===== config.mk =====
export PLATFORM = sky130hd
export DESIGN_NAME = nibble_pair_reader_flat
export DESIGN_NICKNAME = d
export VERILOG_FILES = /design/src/rtl/nibble_pair_reader_if.sv /design/src/rtl/nibble_pair_reader.sv /design/src/flat_wrapper.sv
export SDC_FILE = /design/constraint.sdc
export NUM_CORES = 1
export LEC_CHECK = 0
export ABC_AREA = 1
export CORE_ASPECT_RATIO = 0.5
export CORE_UTILIZATION = 55
export CTS_CLUSTER_DIAMETER = 200
export DETAILED_ROUTE_END_ITERATION = 10
export GPL_TIMING_DRIVEN = 0
export PLACE_DENSITY = 0.8
export SYNTH_ARGS = -nofsm -noshare
export SYNTH_HDL_FRONTEND = slang
export SYNTH_SLANG_ARGS = --single-unit

===== constraint.sdc =====
create_clock -name i_clk -period 2.2 [get_ports i_clk]
set_input_delay 0.55 -clock i_clk [delete_from_list [all_inputs] [get_ports i_clk]]
set_output_delay 0.55 -clock i_clk [all_outputs]
set_load 0.05 [all_outputs]

===== src/rtl/nibble_pair_reader_if.sv =====
// Handshake bundle between the two nibble producers, the reader and the byte consumer.
// The slave modport is the reader side; the master modport is the producer/consumer side.
interface nibble_pair_reader_if #(
  parameter int NIBBLE_W = 4,
  parameter int DEPTH    = 4
);
  localparam int LW = $clog2(DEPTH + 1);

  logic                  i_lo_valid;
  logic [NIBBLE_W-1:0]   i_lo_data;
  logic                  o_lo_ready;
  logic                  i_hi_valid;
  logic [NIBBLE_W-1:0]   i_hi_data;
  logic                  o_hi_ready;
  logic                  o_valid;
  logic [2*NIBBLE_W-1:0] o_data;
  logic                  i_ready;
  logic [LW-1:0]         o_level;

  modport slave (
    input  i_lo_valid, i_lo_data, i_hi_valid, i_hi_data, i_ready,
    output o_lo_ready, o_hi_ready, o_valid, o_data, o_level
  );

  modport master (
    output i_lo_valid, i_lo_data, i_hi_valid, i_hi_data, i_ready,
    input  o_lo_ready, o_hi_ready, o_valid, o_data, o_level
  );
endinterface


===== src/rtl/nibble_pair_reader.sv =====
// Captures independent low/high nibble halves, merges each completed pair into {hi, lo}
// and queues merged bytes in a show-ahead FIFO drained over valid/ready.
module nibble_pair_reader #(
  parameter int NIBBLE_W = 4,
  parameter int DEPTH    = 4
) (
  input  logic                 i_clk,
  input  logic                 i_rst,
  nibble_pair_reader_if.slave  bus
);
  localparam int W  = 2 * NIBBLE_W;
  localparam int AW = (DEPTH > 1) ? $clog2(DEPTH) : 1;
  localparam int LW = $clog2(DEPTH + 1);

  logic [NIBBLE_W-1:0] lo_q, lo_d;
  logic [NIBBLE_W-1:0] hi_q, hi_d;
  logic                lo_full_q, lo_full_d;
  logic                hi_full_q, hi_full_d;
  logic [AW-1:0]       rd_ptr_q, rd_ptr_d;
  logic [AW-1:0]       wr_ptr_q, wr_ptr_d;
  logic [LW-1:0]       level_q, level_d;
  logic [W-1:0]        mem_q [DEPTH];

  logic merge, lo_ready, hi_ready, lo_acc, hi_acc, pop, valid;

  // Merge looks at the registered level only, so a pop on a full FIFO frees space next cycle.
  assign merge    = lo_full_q & hi_full_q & (level_q < LW'(DEPTH));
  assign lo_ready = ~lo_full_q | merge;
  assign hi_ready = ~hi_full_q | merge;
  assign lo_acc   = bus.i_lo_valid & lo_ready;
  assign hi_acc   = bus.i_hi_valid & hi_ready;
  assign valid    = (level_q != '0);
  assign pop      = valid & bus.i_ready;

  always_comb begin
    lo_d      = lo_q;
    hi_d      = hi_q;
    lo_full_d = lo_full_q;
    hi_full_d = hi_full_q;
    rd_ptr_d  = rd_ptr_q;
    wr_ptr_d  = wr_ptr_q;
    level_d   = level_q;

    if (merge) begin
      lo_full_d = 1'b0;
      hi_full_d = 1'b0;
      wr_ptr_d  = wr_ptr_q + AW'(1);
    end
    // A half accepted in the merge cycle reloads the register and keeps the flag set.
    if (lo_acc) begin
      lo_d      = bus.i_lo_data;
      lo_full_d = 1'b1;
    end
    if (hi_acc) begin
      hi_d      = bus.i_hi_data;
      hi_full_d = 1'b1;
    end
    if (pop) begin
      rd_ptr_d = rd_ptr_q + AW'(1);
    end
    level_d = level_q + LW'(merge) - LW'(pop);
  end

  always_ff @(posedge i_clk) begin
    if (i_rst) begin
      lo_q      <= '0;
      hi_q      <= '0;
      lo_full_q <= 1'b0;
      hi_full_q <= 1'b0;
      rd_ptr_q  <= '0;
      wr_ptr_q  <= '0;
      level_q   <= '0;
    end else begin
      lo_q      <= lo_d;
      hi_q      <= hi_d;
      lo_full_q <= lo_full_d;
      hi_full_q <= hi_full_d;
      rd_ptr_q  <= rd_ptr_d;
      wr_ptr_q  <= wr_ptr_d;
      level_q   <= level_d;
    end
  end

  // Storage is cleared on reset so the head reads zero while empty.
  for (genvar gi = 0; gi < DEPTH; gi++) begin : g_mem
    always_ff @(posedge i_clk) begin
      if (i_rst) begin
        mem_q[gi] <= '0;
      end else if (merge && (wr_ptr_q == AW'(gi))) begin
        mem_q[gi] <= {hi_q, lo_q};
      end
    end
  end

  assign bus.o_lo_ready = lo_ready;
  assign bus.o_hi_ready = hi_ready;
  assign bus.o_valid    = valid;
  assign bus.o_data     = mem_q[rd_ptr_q];
  assign bus.o_level    = level_q;
endmodule


===== src/flat_wrapper.sv =====
// flat-port wrapper written by rule: the top's interface ports become plain ports
module nibble_pair_reader_flat 
#(
  parameter int NIBBLE_W = 4,
  parameter int DEPTH    = 4
)
  (i_clk, i_rst, bus_i_lo_valid, bus_i_lo_data, bus_i_hi_valid, bus_i_hi_data, bus_i_ready, bus_o_lo_ready, bus_o_hi_ready, bus_o_valid, bus_o_data, bus_o_level);
  nibble_pair_reader_if #(.NIBBLE_W(NIBBLE_W), .DEPTH(DEPTH)) bus_i ();
  input  logic i_clk;
  input  logic i_rst;
  input wire logic [$bits(bus_i.i_lo_valid)-1:0] bus_i_lo_valid;
  input wire logic [$bits(bus_i.i_lo_data)-1:0] bus_i_lo_data;
  input wire logic [$bits(bus_i.i_hi_valid)-1:0] bus_i_hi_valid;
  input wire logic [$bits(bus_i.i_hi_data)-1:0] bus_i_hi_data;
  input wire logic [$bits(bus_i.i_ready)-1:0] bus_i_ready;
  output wire logic [$bits(bus_i.o_lo_ready)-1:0] bus_o_lo_ready;
  output wire logic [$bits(bus_i.o_hi_ready)-1:0] bus_o_hi_ready;
  output wire logic [$bits(bus_i.o_valid)-1:0] bus_o_valid;
  output wire logic [$bits(bus_i.o_data)-1:0] bus_o_data;
  output wire logic [$bits(bus_i.o_level)-1:0] bus_o_level;
  assign bus_i.i_lo_valid = bus_i_lo_valid;
  assign bus_i.i_lo_data = bus_i_lo_data;
  assign bus_i.i_hi_valid = bus_i_hi_valid;
  assign bus_i.i_hi_data = bus_i_hi_data;
  assign bus_i.i_ready = bus_i_ready;
  assign bus_o_lo_ready = bus_i.o_lo_ready;
  assign bus_o_hi_ready = bus_i.o_hi_ready;
  assign bus_o_valid = bus_i.o_valid;
  assign bus_o_data = bus_i.o_data;
  assign bus_o_level = bus_i.o_level;
  nibble_pair_reader #(.NIBBLE_W(NIBBLE_W), .DEPTH(DEPTH)) u_core (.i_clk(i_clk), .i_rst(i_rst), .bus(bus_i));
endmodule

======== Yosys cells after proc, flatten, opt, wreduce, memory -nomap -nowiden ========
Memories as Yosys holds them, arrays and structs flattened. A register that Yosys moved wholly into a read port is not among the register bits.
Index checks and enable logic that the tools add are counted.
word-level totals
  bits in registers ....................... 17
  bits in latches ......................... 0
  memory bits (writable) .................. 32
  ROM bits ................................ 0
  bits of input ports ..................... 13
  output and inout port bits .............. 14
  logic and storage cells ................. 60
  memories kept ........................... 1
memory list
  name          words  width  rd ports  clocked after memory_dff  write ports  line                      text
  u_core.mem_q  4      8      1         1                         4            nibble_pair_reader.sv:22  logic [W-1:0] mem_q [DEPTH];
operators by class
  add/sub/neg operators ................... 4
  multiply operators ...................... 0
  div/mod/pow operators ................... 0
  order comparisons ....................... 1
  equality and inequality tests ........... 3
  shift-type cells ........................ 0
  muxes and demuxes ....................... 23
  bitwise operators ....................... 13
  reductions and logical operators ........ 8
operators by type and width
  kind                   number
  $mux W8                4
  $mux W1                17
  $or A1 B1 Y1           6
  $and A1 B1 Y1          5
  $add A2 B1 Y2 const B  2
  $eq A2 B2 Y1 const B   2
  $logic_and A1 B1 Y1    4
  $mux W2                2
  $reduce_bool A2 Y1     2
  $add A3 B1 Y3          1
  $lt A3 B3 Y1 const B   1
  $reduce_bool A3 Y1     1
  $sub A3 B1 Y3          1
  $eq A2 B1 Y1 const B   1
  $logic_not A2 Y1       1
  $not A1 Y1             2

======== Logic depth before layout (Yosys ltp) ========
  depth in word-level cells ............... 7
  depth in mapped cells ................... 11

======== Worst setup path after synthesis ========
OpenSTA, ideal clock, no wires.
  path type ............................... reg-to-reg
  start point ............................. register u_core.level_q[2], in the netlist u_core.bus.o_level[2]
  end point ............................... register u_core.level_q[1], in the netlist u_core.bus.o_level[1]
  library setup time ...................... 0.115 ns
  data arrival time ....................... 2.351 ns
  setup slack ............................. -0.266 ns
  stages on the path, launching flop included .. 11
  path buffers ............................ 0
  path through ............................ dfxtp_1 nor2_1 nand2_1 nand2_1 inv_1 ha_1 inv_1 ha_1 fa_1 inv_1 nor2_1
between the ends
  elaborated cells between the ends (all ways) .. 6
  classes of those cells .................. add/sub: 2; order compare: 1; bitwise: 2; reduce/logical: 1
RTL lines
  item                    line                      text
  start, declared         nibble_pair_reader.sv:21  logic [LW-1:0] level_q, level_d;
  start signal, assigned  nibble_pair_reader.sv:80  level_q <= level_d;
  $reduce_bool A3 Y1      nibble_pair_reader.sv:32  assign valid = (level_q != '0);
  via bus_o_valid         flat_wrapper.sv:18        output wire logic [$bits(bus_i.o_valid)-1:0] bus_o_valid;
  $and A1 B1 Y1           nibble_pair_reader.sv:33  assign pop = valid & bus.i_ready;
  via u_core.pop          nibble_pair_reader.sv:24  logic merge, lo_ready, hi_ready, lo_acc, hi_acc, pop, valid;
  $sub A3 B1 Y3           nibble_pair_reader.sv:61  level_d = level_q + LW'(merge) - LW'(pop);
  via u_core.level_d[1]   nibble_pair_reader.sv:21
The timed path passes the listed nets, and every way through them passes these cells.
A chain may end at the register's enable or synchronous reset.

==> summary.txt <==
final RePlAce weighted congestion - 0.791
worst slack at placement - -251 ps
Post-Synthesis Cell Area - 2300 µm²
Final Hold Fails - 0
status - finished clean
unrepaired setup endpoints after global routing - false
clock buffer depth - 2
clock skew - 8.59 ps
DRT iter0 DRCs - 105
Vias - 1695
Synth Net Count - 257
Post-Route WL - 4440 µm
Hold Path Class - register to register
top cells by count, synth - 60 x nor2_1, 32 x edfxtp_1, 26 x inv_1, 25 x nand2_1, 19 x dfxtp_1
total iterations of the first detailed-routing run - 6
min Tclk post-route - 2130 ps
top cell type by total area after synthesis - edfxtp_1
Synth top area share - 0.418
Mean Syn Cell Area - 9.70 µm²
core area - 3940 µm²
Post-synth EDFFs - 32
Root Buffer - clkbuf_8
placed cell area - 2610 µm²
pwr dens - 1040 nW/µm²
CP Cell Sequence - inv_1 -> clkbuf_4 -> nor2_1 -> o22ai_1 -> buf_2
Crit Path Class - register to primary output
Synth Register Bits - 51
final period utilization - 0.968
Die Wd - 93.4 µm
post-synth cell types - 22
PortBufs - 24
die area - 4460 µm²
Critical Path Stages - 5
Largest stage delay, worst path - 390 ps
ys async rst share - 0
share of cells above drive strength 1 - 0.145
Die H - 47.7 µm
Reg2Reg Depth - 11
most common flop cell mapped by yosys - edfxtp_1
Cell Rows - 16
Worst-path clk slew - 90 ps
hold path cells - 2
TritonCTS buffer count - 5
Residual DRC - 0
antenna violations before repair - 0
Initial Util - 0.583
Synthesis Warnings - 0
largest net degree at the start of global routing - 17
sequential share of the synthesized area - 0.584
number of diodes - 0
Slew headroom - 0.668
setup repair bufs after CTS - 0
first-pass GRT wire length - 6760 µm
CTS Hold Buffers Added - 0
Final Setup Violations - 0
DR vias/cell - 5.25
CP delay by family, top - buffers and inverters
Max Slew Vio Count - 0
antenna-violating nets left - 0
Ports - 27
H-tree level count - 2
Least-Margin Pin Slew - 496 ps
CTS tree - built
CP max-delay cell - dfxtp_4
maximum clock frequency - 470 MHz
fin nets - 288
WP data arrival - 1580 ps
max cap viols - 0
post-DP HPWL - 3080 µm
Worst Setup Start Kind - register
WP buf/inv - 3
worst-skew pair later-pin latency - 310 ps
Final Cell Area - 2690 µm²
Worst VDD drop - 0.000710 V
most frequent cell after synthesis - nor2_1
wire length per cell - 13.7 µm
GR Overflow Total - 0
Layout fillers - 303
CP Capture Type - primary output
Area contributors post-synth - edfxtp_1 42%, dfxtp_1 17%, nor2_1 9.8%
vias in the first global route - 1485
gr usage total - 0.215
Cells after Synth - 237
clock sink count - 51
Worst EP required - 1650 ps
worst setup margin - 71.2 ps
leak pwr - 0.00104 µW
Area Growth Syn to Fin - 17.0%
crit path max fanout - 10
## layer usage
layer  track usage  vias up  wire [µm]  share of wire
met3        0.0587        2        375          0.085
met1         0.269      785       1890           0.43
met4         0.108        0         17         0.0038
met5             0        -          0              0
met2         0.363       63       2160           0.49
li1              -      845          -              -
## metrics by stage
step,hold slack (ps),power (µW),cells,TNS [ps],utilization
2_1_floorplan,439,1960,237,0,-
5_1_grt,494,2940,323,0,0.682
6_report,473,2810,323,0,0.682
4_1_cts,472,2790,323,0,0.677
3_5_place_dp,459,2300,315,-2030,0.662
3_3_place_gp,451,2270,315,-1810,0.662
## registers in the layout, summed over array words and instances, names as in the netlist, named ones only
register            cells
u_core.lo_q             4
u_core.lo_full_q        1
u_core.wr_ptr_q         2
u_core.bus.o_level      3
u_core.hi_q             4
u_core.mem_q           32
u_core.hi_full_q        1
u_core.rd_ptr_q         2
## power by group
part | switching (µW) | internal [µW]
Clock | 316 | 257
Combinational | 736 | 306
Sequential | 83.5 | 1110
Total | 1130 | 1670
## cells by family (layout without fill, tap and decap cells)
family | Yosys count | count (layout) | share of synthesized area
compound gates | 40 | 40 | 0.0964
xor+xnor | 1 | 1 | 0.00381
buf+inv | 35 | 67 | 0.0637
flops | 51 | 51 | 0.584
simple gates | 103 | 103 | 0.211
fa+ha+maj | 7 | 7 | 0.0414
## cell type report
class	instances	area (µm²)	area share
multi-input cells	151	813	0.302
repair buffers	24	211	0.0786
inverters	30	120	0.0447
well taps	54	67.6	0.0251
plain buffers	5	28.8	0.0107
clock buffers	6	82.6	0.0307
clock inverters	2	16.3	0.00605
flip-flops and latches	51	1350	0.502
## final timing paths
path,slack [ps],from,end
min,470,u_core.hi_q[3],u_core.hi_q[3]
max,70,register,bus_o_data[1]
max reg2reg,310,u_core.bus.o_level[2],u_core.bus.o_level[2]
min reg2reg,470,u_core.hi_q[3],u_core.hi_q[3]
## cells in the final DEF, fill, tap and decap left out, drive strengths merged
cell type,instances
clkdlybuf4s15,1
dfxtp,19
o21ai,19
clkbuf,8
clkinv,1
inv,30
clkinvlp,1
edfxtp,32
nor2,60
xnor2,1
nand3,15
a21oi,13
clkdlybuf4s50,13
buf,11
ha,6
nand2,28
dlygate4sd2,2
fa,1
o22ai,8
## worst min-delay path, cell delays in order, from the launching register on
cell and delay (ps):
dfxtp_1 320, nand2_1 60, a21oi_1 50
## timing repair
action	4_1_cts	5_1_grt
endpoints found under the hold margin	0	0
resized for setup	46	11
endpoints found under the setup margin	11	8
pin swaps	0	0
Note: power is estimated with default switching activity, not from simulation.
